==> src/rtl/axi_lite_router_pkg.sv <==
// Shared types and constants for the AXI-Lite 1-to-N router.
// Response codes, FSM state encodings, and index-width helper.
// Imported by the decoder and the router top.
package axi_lite_router_pkg;

  localparam logic [1:0] RESP_OKAY   = 2'b00;
  localparam logic [1:0] RESP_SLVERR = 2'b10;
  localparam logic [1:0] RESP_DECERR = 2'b11;

  typedef enum logic [2:0] {W_IDLE, W_FWD, W_RESP, W_ERR, W_DONE} w_state_t;
  typedef enum logic [2:0] {R_IDLE, R_FWD, R_WAIT, R_ERR, R_DONE} r_state_t;

  // Slave index width; a single-slave router still needs a 1-bit index.
  function automatic int idx_width(input int n);
    return (n > 1) ? $clog2(n) : 1;
  endfunction

endpackage

==> src/rtl/axi_lite_router_if.sv <==
// Upstream AXI-Lite port plus N packed downstream ports of the router.
// Modport "slave" is the router's view (it is the slave of the core);
// modport "master" is the environment: the core plus the peripherals.
interface axi_lite_router_if #(
  parameter int ADDR_W   = 32,
  parameter int DATA_W   = 32,
  parameter int N_SLAVES = 4
);
  localparam int STRB_W = DATA_W / 8;

  // upstream
  logic [ADDR_W-1:0] s_axi_lite_awaddr;
  logic              s_axi_lite_awvalid;
  logic              s_axi_lite_awready;
  logic [DATA_W-1:0] s_axi_lite_wdata;
  logic [STRB_W-1:0] s_axi_lite_wstrb;
  logic              s_axi_lite_wvalid;
  logic              s_axi_lite_wready;
  logic [1:0]        s_axi_lite_bresp;
  logic              s_axi_lite_bvalid;
  logic              s_axi_lite_bready;
  logic [ADDR_W-1:0] s_axi_lite_araddr;
  logic              s_axi_lite_arvalid;
  logic              s_axi_lite_arready;
  logic [DATA_W-1:0] s_axi_lite_rdata;
  logic [1:0]        s_axi_lite_rresp;
  logic              s_axi_lite_rvalid;
  logic              s_axi_lite_rready;

  // downstream, one lane per slave
  logic [N_SLAVES-1:0][ADDR_W-1:0] m_axi_lite_awaddr;
  logic [N_SLAVES-1:0]             m_axi_lite_awvalid;
  logic [N_SLAVES-1:0]             m_axi_lite_awready;
  logic [N_SLAVES-1:0][DATA_W-1:0] m_axi_lite_wdata;
  logic [N_SLAVES-1:0][STRB_W-1:0] m_axi_lite_wstrb;
  logic [N_SLAVES-1:0]             m_axi_lite_wvalid;
  logic [N_SLAVES-1:0]             m_axi_lite_wready;
  logic [N_SLAVES-1:0][1:0]        m_axi_lite_bresp;
  logic [N_SLAVES-1:0]             m_axi_lite_bvalid;
  logic [N_SLAVES-1:0]             m_axi_lite_bready;
  logic [N_SLAVES-1:0][ADDR_W-1:0] m_axi_lite_araddr;
  logic [N_SLAVES-1:0]             m_axi_lite_arvalid;
  logic [N_SLAVES-1:0]             m_axi_lite_arready;
  logic [N_SLAVES-1:0][DATA_W-1:0] m_axi_lite_rdata;
  logic [N_SLAVES-1:0][1:0]        m_axi_lite_rresp;
  logic [N_SLAVES-1:0]             m_axi_lite_rvalid;
  logic [N_SLAVES-1:0]             m_axi_lite_rready;

  modport slave (
    input  s_axi_lite_awaddr, s_axi_lite_awvalid, output s_axi_lite_awready,
    input  s_axi_lite_wdata, s_axi_lite_wstrb, s_axi_lite_wvalid, output s_axi_lite_wready,
    output s_axi_lite_bresp, s_axi_lite_bvalid, input s_axi_lite_bready,
    input  s_axi_lite_araddr, s_axi_lite_arvalid, output s_axi_lite_arready,
    output s_axi_lite_rdata, s_axi_lite_rresp, s_axi_lite_rvalid, input s_axi_lite_rready,
    output m_axi_lite_awaddr, m_axi_lite_awvalid, input m_axi_lite_awready,
    output m_axi_lite_wdata, m_axi_lite_wstrb, m_axi_lite_wvalid, input m_axi_lite_wready,
    input  m_axi_lite_bresp, m_axi_lite_bvalid, output m_axi_lite_bready,
    output m_axi_lite_araddr, m_axi_lite_arvalid, input m_axi_lite_arready,
    input  m_axi_lite_rdata, m_axi_lite_rresp, m_axi_lite_rvalid, output m_axi_lite_rready
  );

  modport master (
    output s_axi_lite_awaddr, s_axi_lite_awvalid, input s_axi_lite_awready,
    output s_axi_lite_wdata, s_axi_lite_wstrb, s_axi_lite_wvalid, input s_axi_lite_wready,
    input  s_axi_lite_bresp, s_axi_lite_bvalid, output s_axi_lite_bready,
    output s_axi_lite_araddr, s_axi_lite_arvalid, input s_axi_lite_arready,
    input  s_axi_lite_rdata, s_axi_lite_rresp, s_axi_lite_rvalid, output s_axi_lite_rready,
    input  m_axi_lite_awaddr, m_axi_lite_awvalid, output m_axi_lite_awready,
    input  m_axi_lite_wdata, m_axi_lite_wstrb, m_axi_lite_wvalid, output m_axi_lite_wready,
    output m_axi_lite_bresp, m_axi_lite_bvalid, input m_axi_lite_bready,
    input  m_axi_lite_araddr, m_axi_lite_arvalid, output m_axi_lite_arready,
    output m_axi_lite_rdata, m_axi_lite_rresp, m_axi_lite_rvalid, input m_axi_lite_rready
  );

endinterface

==> src/rtl/axi_lite_addr_decode.sv <==
// Address decoder: slave i hits when (addr & mask[i]) == base[i].
// Purely combinational; lowest matching index wins.
// hit=0 flags an unmapped address.
module axi_lite_addr_decode
  import axi_lite_router_pkg::*;
#(
  parameter int ADDR_W   = 32,
  parameter int N_SLAVES = 4,
  parameter logic [N_SLAVES-1:0][ADDR_W-1:0] SLV_BASE = '0,
  parameter logic [N_SLAVES-1:0][ADDR_W-1:0] SLV_MASK = '0,
  localparam int IDX_W = idx_width(N_SLAVES)
) (
  input  logic [ADDR_W-1:0] addr,
  output logic [IDX_W-1:0]  idx,
  output logic              hit
);

  // Scan from the top so the lowest matching index is written last.
  always_comb begin
    idx = '0;
    hit = 1'b0;
    for (int i = N_SLAVES - 1; i >= 0; i--) begin
      if ((addr & SLV_MASK[i]) == SLV_BASE[i]) begin
        hit = 1'b1;
        idx = IDX_W'(i);
      end
    end
  end

endmodule

==> src/rtl/axi_lite_router.sv <==
// 1-to-N AXI-Lite router with independent write and read FSMs, one transaction each.
// Address accept to downstream valid is one cycle; responses return one cycle after the slave.
// Unmapped addresses complete locally with DECERR, so the core is never stalled by a missing slave.
module axi_lite_router
  import axi_lite_router_pkg::*;
#(
  parameter int ADDR_W   = 32,
  parameter int DATA_W   = 32,
  parameter int N_SLAVES = 4,
  parameter logic [N_SLAVES-1:0][ADDR_W-1:0] SLV_BASE = '0,
  parameter logic [N_SLAVES-1:0][ADDR_W-1:0] SLV_MASK = '0
) (
  input  logic               clk,
  input  logic               rst,
  axi_lite_router_if.slave   bus,
  output logic               busy_w,
  output logic               busy_r
);

  localparam int IDX_W = idx_width(N_SLAVES);

  w_state_t          w_state;
  logic [ADDR_W-1:0] aw_addr_q;
  logic [IDX_W-1:0]  w_sel;
  logic              aw_done;
  logic              w_done;
  logic [1:0]        bresp_q;

  r_state_t          r_state;
  logic [ADDR_W-1:0] ar_addr_q;
  logic [IDX_W-1:0]  r_sel;
  logic [DATA_W-1:0] rdata_q;
  logic [1:0]        rresp_q;

  logic [IDX_W-1:0]  aw_idx, ar_idx;
  logic              aw_hit, ar_hit;
  logic              aw_fire, w_fire;

  axi_lite_addr_decode #(
    .ADDR_W(ADDR_W), .N_SLAVES(N_SLAVES), .SLV_BASE(SLV_BASE), .SLV_MASK(SLV_MASK)
  ) u_aw_dec (
    .addr(bus.s_axi_lite_awaddr), .idx(aw_idx), .hit(aw_hit)
  );

  axi_lite_addr_decode #(
    .ADDR_W(ADDR_W), .N_SLAVES(N_SLAVES), .SLV_BASE(SLV_BASE), .SLV_MASK(SLV_MASK)
  ) u_ar_dec (
    .addr(bus.s_axi_lite_araddr), .idx(ar_idx), .hit(ar_hit)
  );

  // Downstream AW and W handshakes on the selected lane, tracked separately.
  assign aw_fire = (w_state == W_FWD) && !aw_done && bus.m_axi_lite_awready[w_sel];
  assign w_fire  = (w_state == W_FWD) && !w_done && bus.s_axi_lite_wvalid
                   && bus.m_axi_lite_wready[w_sel];

  // Write FSM: latch/decode address, forward AW+W, collect B, hand it back.
  always_ff @(posedge clk or posedge rst) begin
    if (rst) begin
      w_state   <= W_IDLE;
      aw_addr_q <= '0;
      w_sel     <= '0;
      aw_done   <= 1'b0;
      w_done    <= 1'b0;
      bresp_q   <= RESP_OKAY;
    end else begin
      case (w_state)
        W_IDLE: if (bus.s_axi_lite_awvalid) begin
          aw_addr_q <= bus.s_axi_lite_awaddr;
          w_sel     <= aw_idx;
          aw_done   <= 1'b0;
          w_done    <= 1'b0;
          w_state   <= aw_hit ? W_FWD : W_ERR;
        end
        W_FWD: begin
          if (aw_fire) aw_done <= 1'b1;
          if (w_fire)  w_done  <= 1'b1;
          if ((aw_done || aw_fire) && (w_done || w_fire)) w_state <= W_RESP;
        end
        W_RESP: if (bus.m_axi_lite_bvalid[w_sel]) begin
          bresp_q <= bus.m_axi_lite_bresp[w_sel];
          w_state <= W_DONE;
        end
        W_ERR: if (bus.s_axi_lite_wvalid) begin
          bresp_q <= RESP_DECERR;
          w_state <= W_DONE;
        end
        W_DONE: if (bus.s_axi_lite_bready) w_state <= W_IDLE;
        default: w_state <= W_IDLE;
      endcase
    end
  end

  // Read FSM: latch/decode address, forward AR, capture R, hand it back.
  always_ff @(posedge clk or posedge rst) begin
    if (rst) begin
      r_state   <= R_IDLE;
      ar_addr_q <= '0;
      r_sel     <= '0;
      rdata_q   <= '0;
      rresp_q   <= RESP_OKAY;
    end else begin
      case (r_state)
        R_IDLE: if (bus.s_axi_lite_arvalid) begin
          ar_addr_q <= bus.s_axi_lite_araddr;
          r_sel     <= ar_idx;
          r_state   <= ar_hit ? R_FWD : R_ERR;
        end
        R_FWD: if (bus.m_axi_lite_arready[r_sel]) r_state <= R_WAIT;
        R_WAIT: if (bus.m_axi_lite_rvalid[r_sel]) begin
          rdata_q <= bus.m_axi_lite_rdata[r_sel];
          rresp_q <= bus.m_axi_lite_rresp[r_sel];
          r_state <= R_DONE;
        end
        R_ERR: begin
          rdata_q <= '0;
          rresp_q <= RESP_DECERR;
          r_state <= R_DONE;
        end
        R_DONE: if (bus.s_axi_lite_rready) r_state <= R_IDLE;
        default: r_state <= R_IDLE;
      endcase
    end
  end

  // Upstream handshakes decoded from state; address ready is held low during reset.
  always_comb begin
    bus.s_axi_lite_awready = (w_state == W_IDLE) && !rst;
    bus.s_axi_lite_wready  = 1'b0;
    if (w_state == W_ERR) begin
      bus.s_axi_lite_wready = 1'b1;
    end else if (w_state == W_FWD && !w_done) begin
      bus.s_axi_lite_wready = bus.m_axi_lite_wready[w_sel];
    end
    bus.s_axi_lite_bvalid  = (w_state == W_DONE);
    bus.s_axi_lite_bresp   = bresp_q;
    bus.s_axi_lite_arready = (r_state == R_IDLE) && !rst;
    bus.s_axi_lite_rvalid  = (r_state == R_DONE);
    bus.s_axi_lite_rdata   = rdata_q;
    bus.s_axi_lite_rresp   = rresp_q;
    busy_w = (w_state != W_IDLE);
    busy_r = (r_state != R_IDLE);
  end

  // Downstream lanes: payload broadcast, valid/ready only on the selected lane.
  always_comb begin
    for (int i = 0; i < N_SLAVES; i++) begin
      bus.m_axi_lite_awaddr[i]  = aw_addr_q;
      bus.m_axi_lite_wdata[i]   = bus.s_axi_lite_wdata;
      bus.m_axi_lite_wstrb[i]   = bus.s_axi_lite_wstrb;
      bus.m_axi_lite_araddr[i]  = ar_addr_q;
      bus.m_axi_lite_awvalid[i] = (w_sel == IDX_W'(i)) && (w_state == W_FWD) && !aw_done;
      bus.m_axi_lite_wvalid[i]  = (w_sel == IDX_W'(i)) && (w_state == W_FWD) && !w_done
                                  && bus.s_axi_lite_wvalid;
      bus.m_axi_lite_bready[i]  = (w_sel == IDX_W'(i)) && (w_state == W_RESP);
      bus.m_axi_lite_arvalid[i] = (r_sel == IDX_W'(i)) && (r_state == R_FWD);
      bus.m_axi_lite_rready[i]  = (r_sel == IDX_W'(i)) && (r_state == R_WAIT);
    end
  end

endmodule

==> src/flat_wrapper.sv <==
// flat-port wrapper written by rule: the top's interface ports become plain ports
module axi_lite_router_flat import axi_lite_router_pkg::*;
#(
  parameter int ADDR_W   = 32,
  parameter int DATA_W   = 32,
  parameter int N_SLAVES = 4,
  parameter logic [N_SLAVES-1:0][ADDR_W-1:0] SLV_BASE = '0,
  parameter logic [N_SLAVES-1:0][ADDR_W-1:0] SLV_MASK = '0
)
  (clk, rst, busy_w, busy_r, bus_s_axi_lite_awaddr, bus_s_axi_lite_awvalid, bus_s_axi_lite_awready, bus_s_axi_lite_wdata, bus_s_axi_lite_wstrb, bus_s_axi_lite_wvalid, bus_s_axi_lite_wready, bus_s_axi_lite_bresp, bus_s_axi_lite_bvalid, bus_s_axi_lite_bready, bus_s_axi_lite_araddr, bus_s_axi_lite_arvalid, bus_s_axi_lite_arready, bus_s_axi_lite_rdata, bus_s_axi_lite_rresp, bus_s_axi_lite_rvalid, bus_s_axi_lite_rready, bus_m_axi_lite_awaddr, bus_m_axi_lite_awvalid, bus_m_axi_lite_awready, bus_m_axi_lite_wdata, bus_m_axi_lite_wstrb, bus_m_axi_lite_wvalid, bus_m_axi_lite_wready, bus_m_axi_lite_bresp, bus_m_axi_lite_bvalid, bus_m_axi_lite_bready, bus_m_axi_lite_araddr, bus_m_axi_lite_arvalid, bus_m_axi_lite_arready, bus_m_axi_lite_rdata, bus_m_axi_lite_rresp, bus_m_axi_lite_rvalid, bus_m_axi_lite_rready);
  axi_lite_router_if #(.ADDR_W(ADDR_W), .DATA_W(DATA_W), .N_SLAVES(N_SLAVES)) bus_i ();
  input  logic clk;
  input  logic rst;
  output logic busy_w;
  output logic busy_r;
  input wire logic [$bits(bus_i.s_axi_lite_awaddr)-1:0] bus_s_axi_lite_awaddr;
  input wire logic [$bits(bus_i.s_axi_lite_awvalid)-1:0] bus_s_axi_lite_awvalid;
  output wire logic [$bits(bus_i.s_axi_lite_awready)-1:0] bus_s_axi_lite_awready;
  input wire logic [$bits(bus_i.s_axi_lite_wdata)-1:0] bus_s_axi_lite_wdata;
  input wire logic [$bits(bus_i.s_axi_lite_wstrb)-1:0] bus_s_axi_lite_wstrb;
  input wire logic [$bits(bus_i.s_axi_lite_wvalid)-1:0] bus_s_axi_lite_wvalid;
  output wire logic [$bits(bus_i.s_axi_lite_wready)-1:0] bus_s_axi_lite_wready;
  output wire logic [$bits(bus_i.s_axi_lite_bresp)-1:0] bus_s_axi_lite_bresp;
  output wire logic [$bits(bus_i.s_axi_lite_bvalid)-1:0] bus_s_axi_lite_bvalid;
  input wire logic [$bits(bus_i.s_axi_lite_bready)-1:0] bus_s_axi_lite_bready;
  input wire logic [$bits(bus_i.s_axi_lite_araddr)-1:0] bus_s_axi_lite_araddr;
  input wire logic [$bits(bus_i.s_axi_lite_arvalid)-1:0] bus_s_axi_lite_arvalid;
  output wire logic [$bits(bus_i.s_axi_lite_arready)-1:0] bus_s_axi_lite_arready;
  output wire logic [$bits(bus_i.s_axi_lite_rdata)-1:0] bus_s_axi_lite_rdata;
  output wire logic [$bits(bus_i.s_axi_lite_rresp)-1:0] bus_s_axi_lite_rresp;
  output wire logic [$bits(bus_i.s_axi_lite_rvalid)-1:0] bus_s_axi_lite_rvalid;
  input wire logic [$bits(bus_i.s_axi_lite_rready)-1:0] bus_s_axi_lite_rready;
  output wire logic [$bits(bus_i.m_axi_lite_awaddr)-1:0] bus_m_axi_lite_awaddr;
  output wire logic [$bits(bus_i.m_axi_lite_awvalid)-1:0] bus_m_axi_lite_awvalid;
  input wire logic [$bits(bus_i.m_axi_lite_awready)-1:0] bus_m_axi_lite_awready;
  output wire logic [$bits(bus_i.m_axi_lite_wdata)-1:0] bus_m_axi_lite_wdata;
  output wire logic [$bits(bus_i.m_axi_lite_wstrb)-1:0] bus_m_axi_lite_wstrb;
  output wire logic [$bits(bus_i.m_axi_lite_wvalid)-1:0] bus_m_axi_lite_wvalid;
  input wire logic [$bits(bus_i.m_axi_lite_wready)-1:0] bus_m_axi_lite_wready;
  input wire logic [$bits(bus_i.m_axi_lite_bresp)-1:0] bus_m_axi_lite_bresp;
  input wire logic [$bits(bus_i.m_axi_lite_bvalid)-1:0] bus_m_axi_lite_bvalid;
  output wire logic [$bits(bus_i.m_axi_lite_bready)-1:0] bus_m_axi_lite_bready;
  output wire logic [$bits(bus_i.m_axi_lite_araddr)-1:0] bus_m_axi_lite_araddr;
  output wire logic [$bits(bus_i.m_axi_lite_arvalid)-1:0] bus_m_axi_lite_arvalid;
  input wire logic [$bits(bus_i.m_axi_lite_arready)-1:0] bus_m_axi_lite_arready;
  input wire logic [$bits(bus_i.m_axi_lite_rdata)-1:0] bus_m_axi_lite_rdata;
  input wire logic [$bits(bus_i.m_axi_lite_rresp)-1:0] bus_m_axi_lite_rresp;
  input wire logic [$bits(bus_i.m_axi_lite_rvalid)-1:0] bus_m_axi_lite_rvalid;
  output wire logic [$bits(bus_i.m_axi_lite_rready)-1:0] bus_m_axi_lite_rready;
  assign bus_i.s_axi_lite_awaddr = bus_s_axi_lite_awaddr;
  assign bus_i.s_axi_lite_awvalid = bus_s_axi_lite_awvalid;
  assign bus_s_axi_lite_awready = bus_i.s_axi_lite_awready;
  assign bus_i.s_axi_lite_wdata = bus_s_axi_lite_wdata;
  assign bus_i.s_axi_lite_wstrb = bus_s_axi_lite_wstrb;
  assign bus_i.s_axi_lite_wvalid = bus_s_axi_lite_wvalid;
  assign bus_s_axi_lite_wready = bus_i.s_axi_lite_wready;
  assign bus_s_axi_lite_bresp = bus_i.s_axi_lite_bresp;
  assign bus_s_axi_lite_bvalid = bus_i.s_axi_lite_bvalid;
  assign bus_i.s_axi_lite_bready = bus_s_axi_lite_bready;
  assign bus_i.s_axi_lite_araddr = bus_s_axi_lite_araddr;
  assign bus_i.s_axi_lite_arvalid = bus_s_axi_lite_arvalid;
  assign bus_s_axi_lite_arready = bus_i.s_axi_lite_arready;
  assign bus_s_axi_lite_rdata = bus_i.s_axi_lite_rdata;
  assign bus_s_axi_lite_rresp = bus_i.s_axi_lite_rresp;
  assign bus_s_axi_lite_rvalid = bus_i.s_axi_lite_rvalid;
  assign bus_i.s_axi_lite_rready = bus_s_axi_lite_rready;
  assign bus_m_axi_lite_awaddr = bus_i.m_axi_lite_awaddr;
  assign bus_m_axi_lite_awvalid = bus_i.m_axi_lite_awvalid;
  assign bus_i.m_axi_lite_awready = bus_m_axi_lite_awready;
  assign bus_m_axi_lite_wdata = bus_i.m_axi_lite_wdata;
  assign bus_m_axi_lite_wstrb = bus_i.m_axi_lite_wstrb;
  assign bus_m_axi_lite_wvalid = bus_i.m_axi_lite_wvalid;
  assign bus_i.m_axi_lite_wready = bus_m_axi_lite_wready;
  assign bus_i.m_axi_lite_bresp = bus_m_axi_lite_bresp;
  assign bus_i.m_axi_lite_bvalid = bus_m_axi_lite_bvalid;
  assign bus_m_axi_lite_bready = bus_i.m_axi_lite_bready;
  assign bus_m_axi_lite_araddr = bus_i.m_axi_lite_araddr;
  assign bus_m_axi_lite_arvalid = bus_i.m_axi_lite_arvalid;
  assign bus_i.m_axi_lite_arready = bus_m_axi_lite_arready;
  assign bus_i.m_axi_lite_rdata = bus_m_axi_lite_rdata;
  assign bus_i.m_axi_lite_rresp = bus_m_axi_lite_rresp;
  assign bus_i.m_axi_lite_rvalid = bus_m_axi_lite_rvalid;
  assign bus_m_axi_lite_rready = bus_i.m_axi_lite_rready;
  axi_lite_router #(.ADDR_W(ADDR_W), .DATA_W(DATA_W), .N_SLAVES(N_SLAVES), .SLV_BASE(SLV_BASE), .SLV_MASK(SLV_MASK)) u_core (.clk(clk), .rst(rst), .bus(bus_i), .busy_w(busy_w), .busy_r(busy_r));
endmodule
==> config.mk <==
export PLATFORM = sky130hd
export DESIGN_NAME = axi_lite_router_flat
export DESIGN_NICKNAME = d
export VERILOG_FILES = /design/src/rtl/axi_lite_router_pkg.sv /design/src/rtl/axi_lite_router_if.sv /design/src/rtl/axi_lite_addr_decode.sv /design/src/rtl/axi_lite_router.sv /design/src/flat_wrapper.sv
export SDC_FILE = /design/constraint.sdc
export NUM_CORES = 1
export LEC_CHECK = 0
export CAP_MARGIN = 10
export CELL_PAD_IN_SITES_DETAIL_PLACEMENT = 1
export CELL_PAD_IN_SITES_GLOBAL_PLACEMENT = 2
export CORE_AREA = 5 5 281 283
export DETAILED_ROUTE_END_ITERATION = 6
export DIE_AREA = 0 0 286 288
export DONT_BUFFER_PORTS = 1
export GPL_TIMING_DRIVEN = 0
export PLACE_DENSITY = 0.3
export REMOVE_ABC_BUFFERS = 1
export SKIP_CTS_REPAIR_TIMING = 1
export SYNTH_ARGS = -nofsm -noshare
export SYNTH_HDL_FRONTEND = slang
export SYNTH_HIERARCHICAL = 1
export SYNTH_SLANG_ARGS = --single-unit
==> constraint.sdc <==
create_clock -name clk -period 4.6 [get_ports clk]
set_input_delay 0.46 -clock clk [delete_from_list [all_inputs] [get_ports clk]]
set_output_delay 0.46 -clock clk [all_outputs]
set_load 0.05 [all_outputs]
Word-level counts from Yosys, hierarchy flattened. Index checks and enable logic that the tools add are counted.

Input port bits: 271. Register bits after elaboration: 108. Output and inout bits: 463.

Mux-type cells: 25. Reduce and logical (&&, ||, !) cells: 28. Equality and inequality tests: 19.

Operators with widths (count): case mux 32 bit (2 select lines) (1); 2-to-1 mux 32 bit (1); case mux 3 bit (5 select lines) (2); 2-to-1 mux 3 bit (9); != test 2 x 1 -> 1 bit, second input constant (7); equality test 3 x 2 -> 1 bit, second input constant (4); AND reduction 3 bit (3); logical AND 1 bit (8); != test 2 bit, second input constant (4); case mux 2 bit (2 select lines) (2); equality test 3 x 1 -> 1 bit, second input constant (2); equality test 3 bit, second input constant (2); zero test 3 bit (2); 2-to-1 mux 2 bit (3); AND reduction 2 bit (3); nonzero test 2 bit (3); nonzero test 3 bit (2); 2-to-1 mux 1 bit (5); AND reduction 5 bit (1); case mux 1 bit (2 select lines) (2); AND reduction 4 bit (1); zero test 1 bit (3); logical OR 1 bit (2).

Longest topological paths before layout.
Word-level depth: 8. Gate-level depth with buffers: 7. Mapped depth without buffers: 4.

Modules after synthesis. The synthesis kept the hierarchy.

By module, submodules not included: axi_lite_router (cells each 857, times used 1, seq. area each 2802.7 µm², area an instance 8230.4 µm²); axi_lite_addr_decode (cells each 5, times used 2, seq. area each 0.0 µm², area an instance 30.0 µm²).

Worst setup path before layout. OpenSTA, ideal clock, no wires.

Path type: flip-flop to output port. Start point: register u_core.w_state[1]. End point: output bus_m_axi_lite_awvalid[0]. Setup slack: 1998 ps. Arrival time: 2142 ps. Path buffers: 2. Stages on the path, launching flop included: 5. Data required time: 4140 ps. Cells stage by stage: dfrtp_1 buf_6 or4b_1 buf_2 nor3_1.

Longest elaborated chain between the ends: 2.

RTL lines: start: declaration (line axi_lite_router.sv:22) `w_state_t w_state;`; start signal: assignment (line axi_lite_router.sv:72) `w_state <= aw_hit ? W_FWD : W_ERR;`; equality test 3 x 1 -> 1 bit (line axi_lite_router.sv:151) `bus.m_axi_lite_awvalid[i] = (w_sel == IDX_W'(i)) && (w_state == W_FWD) && !aw_done;`; logical AND 1 bit (line axi_lite_router.sv:151); end: declaration (line flat_wrapper.sv:34) `output wire logic [$bits(bus_i.m_axi_lite_awvalid)-1:0] bus_m_axi_lite_awvalid;`.

No other way between the ends.

==> out/qor.yml <==
yosys:
  synth_top_area_cell: "dfrtp_1"
  syn_area_um2: 8290
  synthMostInstantiatedCell: "buf_4"
  ys_seq_elements: 112
  synth_warnings: 6
  syn_avg_cell_area_um2: 9.56
  synth.distinct_cells: 40
  synthCells: 867
  async_reset_ff_frac: 1.00
  ys_seq_area_frac: 0.338
  synthTopCellsByArea: "dfrtp_1 (34%), buf_4 (31%), mux4_2 (11%), nand2_1 (8.0%), mux2_2 (5.0%)"
  synth.top_cells.by_count: "buf_4 (344), nand2_1 (176), dfrtp_1 (112)"
  synthFlopType: "dfrtp_1"
  synth-edff-count: 0
  synth_top_cell_area_share: 0.338
routing:
  routed_wl_um: 34300
  via_per_inst: 3.01
  drt-wirelength-per-cell_um: 21.9
  antenna_left: 0
  drt_pass1_iterations: 4
  route.detailed.drc: 0
  num_vias: 4708
  drt_iter0_drc: 224
critical_path:
  cp.required_ns: 4.14
  path_cells: "mux2_2 -> mux2_2 -> nand2b_1 -> a21oi_1"
  crit_path_frequent_cell: "mux2_2"
  end_kind: "output port"
  crit_arrival_ns: 2.61
  crit_path_top_delay_cell: "a21oi_1"
  slowest_delay_ns: 0.89
  path_class: "reg -> out"
  cp_max_fo: 13
  crit_cells: 4
  worstReg2RegStart: "u_core/r_state[0]"
  crit_start: "u_core/w_sel[0]"
  cp-start-kind: "register"
  critPathTopFamily: "compound AO/OA/AOI/OAI gates"
  path_buf_inv: 0
  ff2ff_path_depth: 3
sta:
  fin_crit_ns: 3.07
  rsz0062_at_grt: "no"
  min_period_over_period: 0.668
  final-hold-violation-count: 0
  fmax_mhz: 326
  worst_hold_slack_ns: 0.171
  final-setup-viol-count: 0
  finClkSkew_ns: 0.0197
  finalSetupTns_ns: 0
  relSlewSlack: 0.236
  worst_pin_slew_ns: 1.15
  slew_viol_final: 0
status:
  outcome: "completed"
placement:
  dp_hpwl_um: 27500
  portBuffers: 0
  place_congestion: 0.675
clock_network:
  cts_root_buffer: "clkbuf_16"
  clk_latency_ns: 0.40
  clock-sinks: 112
  clk_pin_slew_ns: 0.09
  cts_tree: "yes"
  cts_buffer_depth: 2
  htreeDepth: 3
  cts_buffers: 9
final_layout:
  drive_above_1_share: 0.360
  nFillCells: 8893
  final_nets: 839
  area_growth_pct: -4.80
  seq_area_um2: 2890
  multi_input_area_um2: 2680
hold_path:
  hp-start: "bus_s_axi_lite_awaddr[11]"
  hold_path_class: "in -> reg"
  hold_depth: 2
global_route:
  grt_pass1_wl_um: 46200
  grt_max_degree: 59
  antenna_found_initial: 5
  globalRoute.totalOverflow: 0
  first_global_vias: 5444
  grt_util_all_layers: 0.0802
run:
  maxCapViolations: 0
floorplanning:
  die_w_um: 286
  rows: 102
  fp.dieArea_um2: 82400
  die_y_um: 288
  core_um2: 76400
  ioPinCount: 734
  start_util: 0.108
## layer usage
layer | wire length [um] | vias up | global-route usage | part of all wire
met3 | 5810 | 35 | 0.0667 | 0.17
li1 | - | 1868 | - | -
met4 | 427 | 10 | 0.0182 | 0.012
met2 | 14600 | 470 | 0.116 | 0.43
met5 | 225 | - | 0.0244 | 0.0066
met1 | 13200 | 2325 | 0.0889 | 0.39
## area by class of cell
cell class,instances,area share
sequential,112,0.366
multi-input combinational,368,0.340
tap,988,0.157
timing repair buffer,68,0.0927
clock buffer,10,0.0303
clock inverter,6,0.00967
inverter,9,0.00491
antenna,2,0.000634
## worst register-to-register path, stage by stage (launching register included)
cell	delay, ns
dfrtp_1	0.48
or3_1	0.77
nor2_8	0.77
mux2_2	0.45
## through the flow
stage                     instances  cell area (um^2)  worst slack [ns]    util
after CTS                      1560              7880              1.40   0.103
after detailed placement       1544              7560              1.85  0.0989
final                          1563              7890              1.53   0.103
after floorplan                 489              5490              1.18       -
after global routing           1561              7890              1.34   0.103
after global placement         1477              6730             -1.36  0.0880
## flip-flops by register name (all words and copies together) (netlist names)
| signal | cells |
|---|---|
| u_core/aw_addr_q | 32 |
| u_core/aw_done | 1 |
| u_core/w_done | 1 |
| u_core/r_sel | 2 |
| u_core/r_state | 3 |
| u_core/w_sel | 2 |
| u_core/w_state | 3 |
| u_core/bus.s_axi_lite_bresp | 2 |
| u_core/bus.s_axi_lite_rdata | 32 |
| u_core/ar_addr_q | 32 |
| u_core/bus.s_axi_lite_rresp | 2 |
## cell usage in the layout, fill, tap and decap left out, types with 5 or more instances in the layout
| cell type | n |
|---|---|
| a21oi_1 | 6 |
| buf_1 | 36 |
| buf_12 | 22 |
| clkbuf_16 | 9 |
| conb_1 | 6 |
| dfrtp_1 | 46 |
| dfrtp_2 | 66 |
| inv_1 | 8 |
| mux2_2 | 37 |
| mux4_2 | 40 |
| nand2_1 | 175 |
| nand2b_1 | 8 |
| nand3_1 | 32 |
| nor2_1 | 24 |
| nor3_1 | 5 |
## kinds of logic after synthesis
kind of cell | after synthesis | share of synthesized area
compound gates | 16 | 0.0125
buf+inv | 389 | 0.343
flops | 112 | 0.338
mux | 80 | 0.163
other cells | 4 | 0.00181
simple gates | 266 | 0.142
## path summary, 6_finish.rpt
kind                                          to  slack (ns)
hold reg to reg                   u_core/aw_done        0.49
setup reg to reg             u_core/ar_addr_q[3]        2.00
setup / recovery           bus_s_axi_lite_wready        1.53
min in group asynchronous    u_core/aw_addr_q[7]        0.61
max in group asynchronous   u_core/ar_addr_q[23]        3.15
hold / removal              u_core/aw_addr_q[11]        0.17
Power is left out: the tool's default activity adds up to more than one toggle a clock period on the data nets, which glitch-free logic cannot reach.
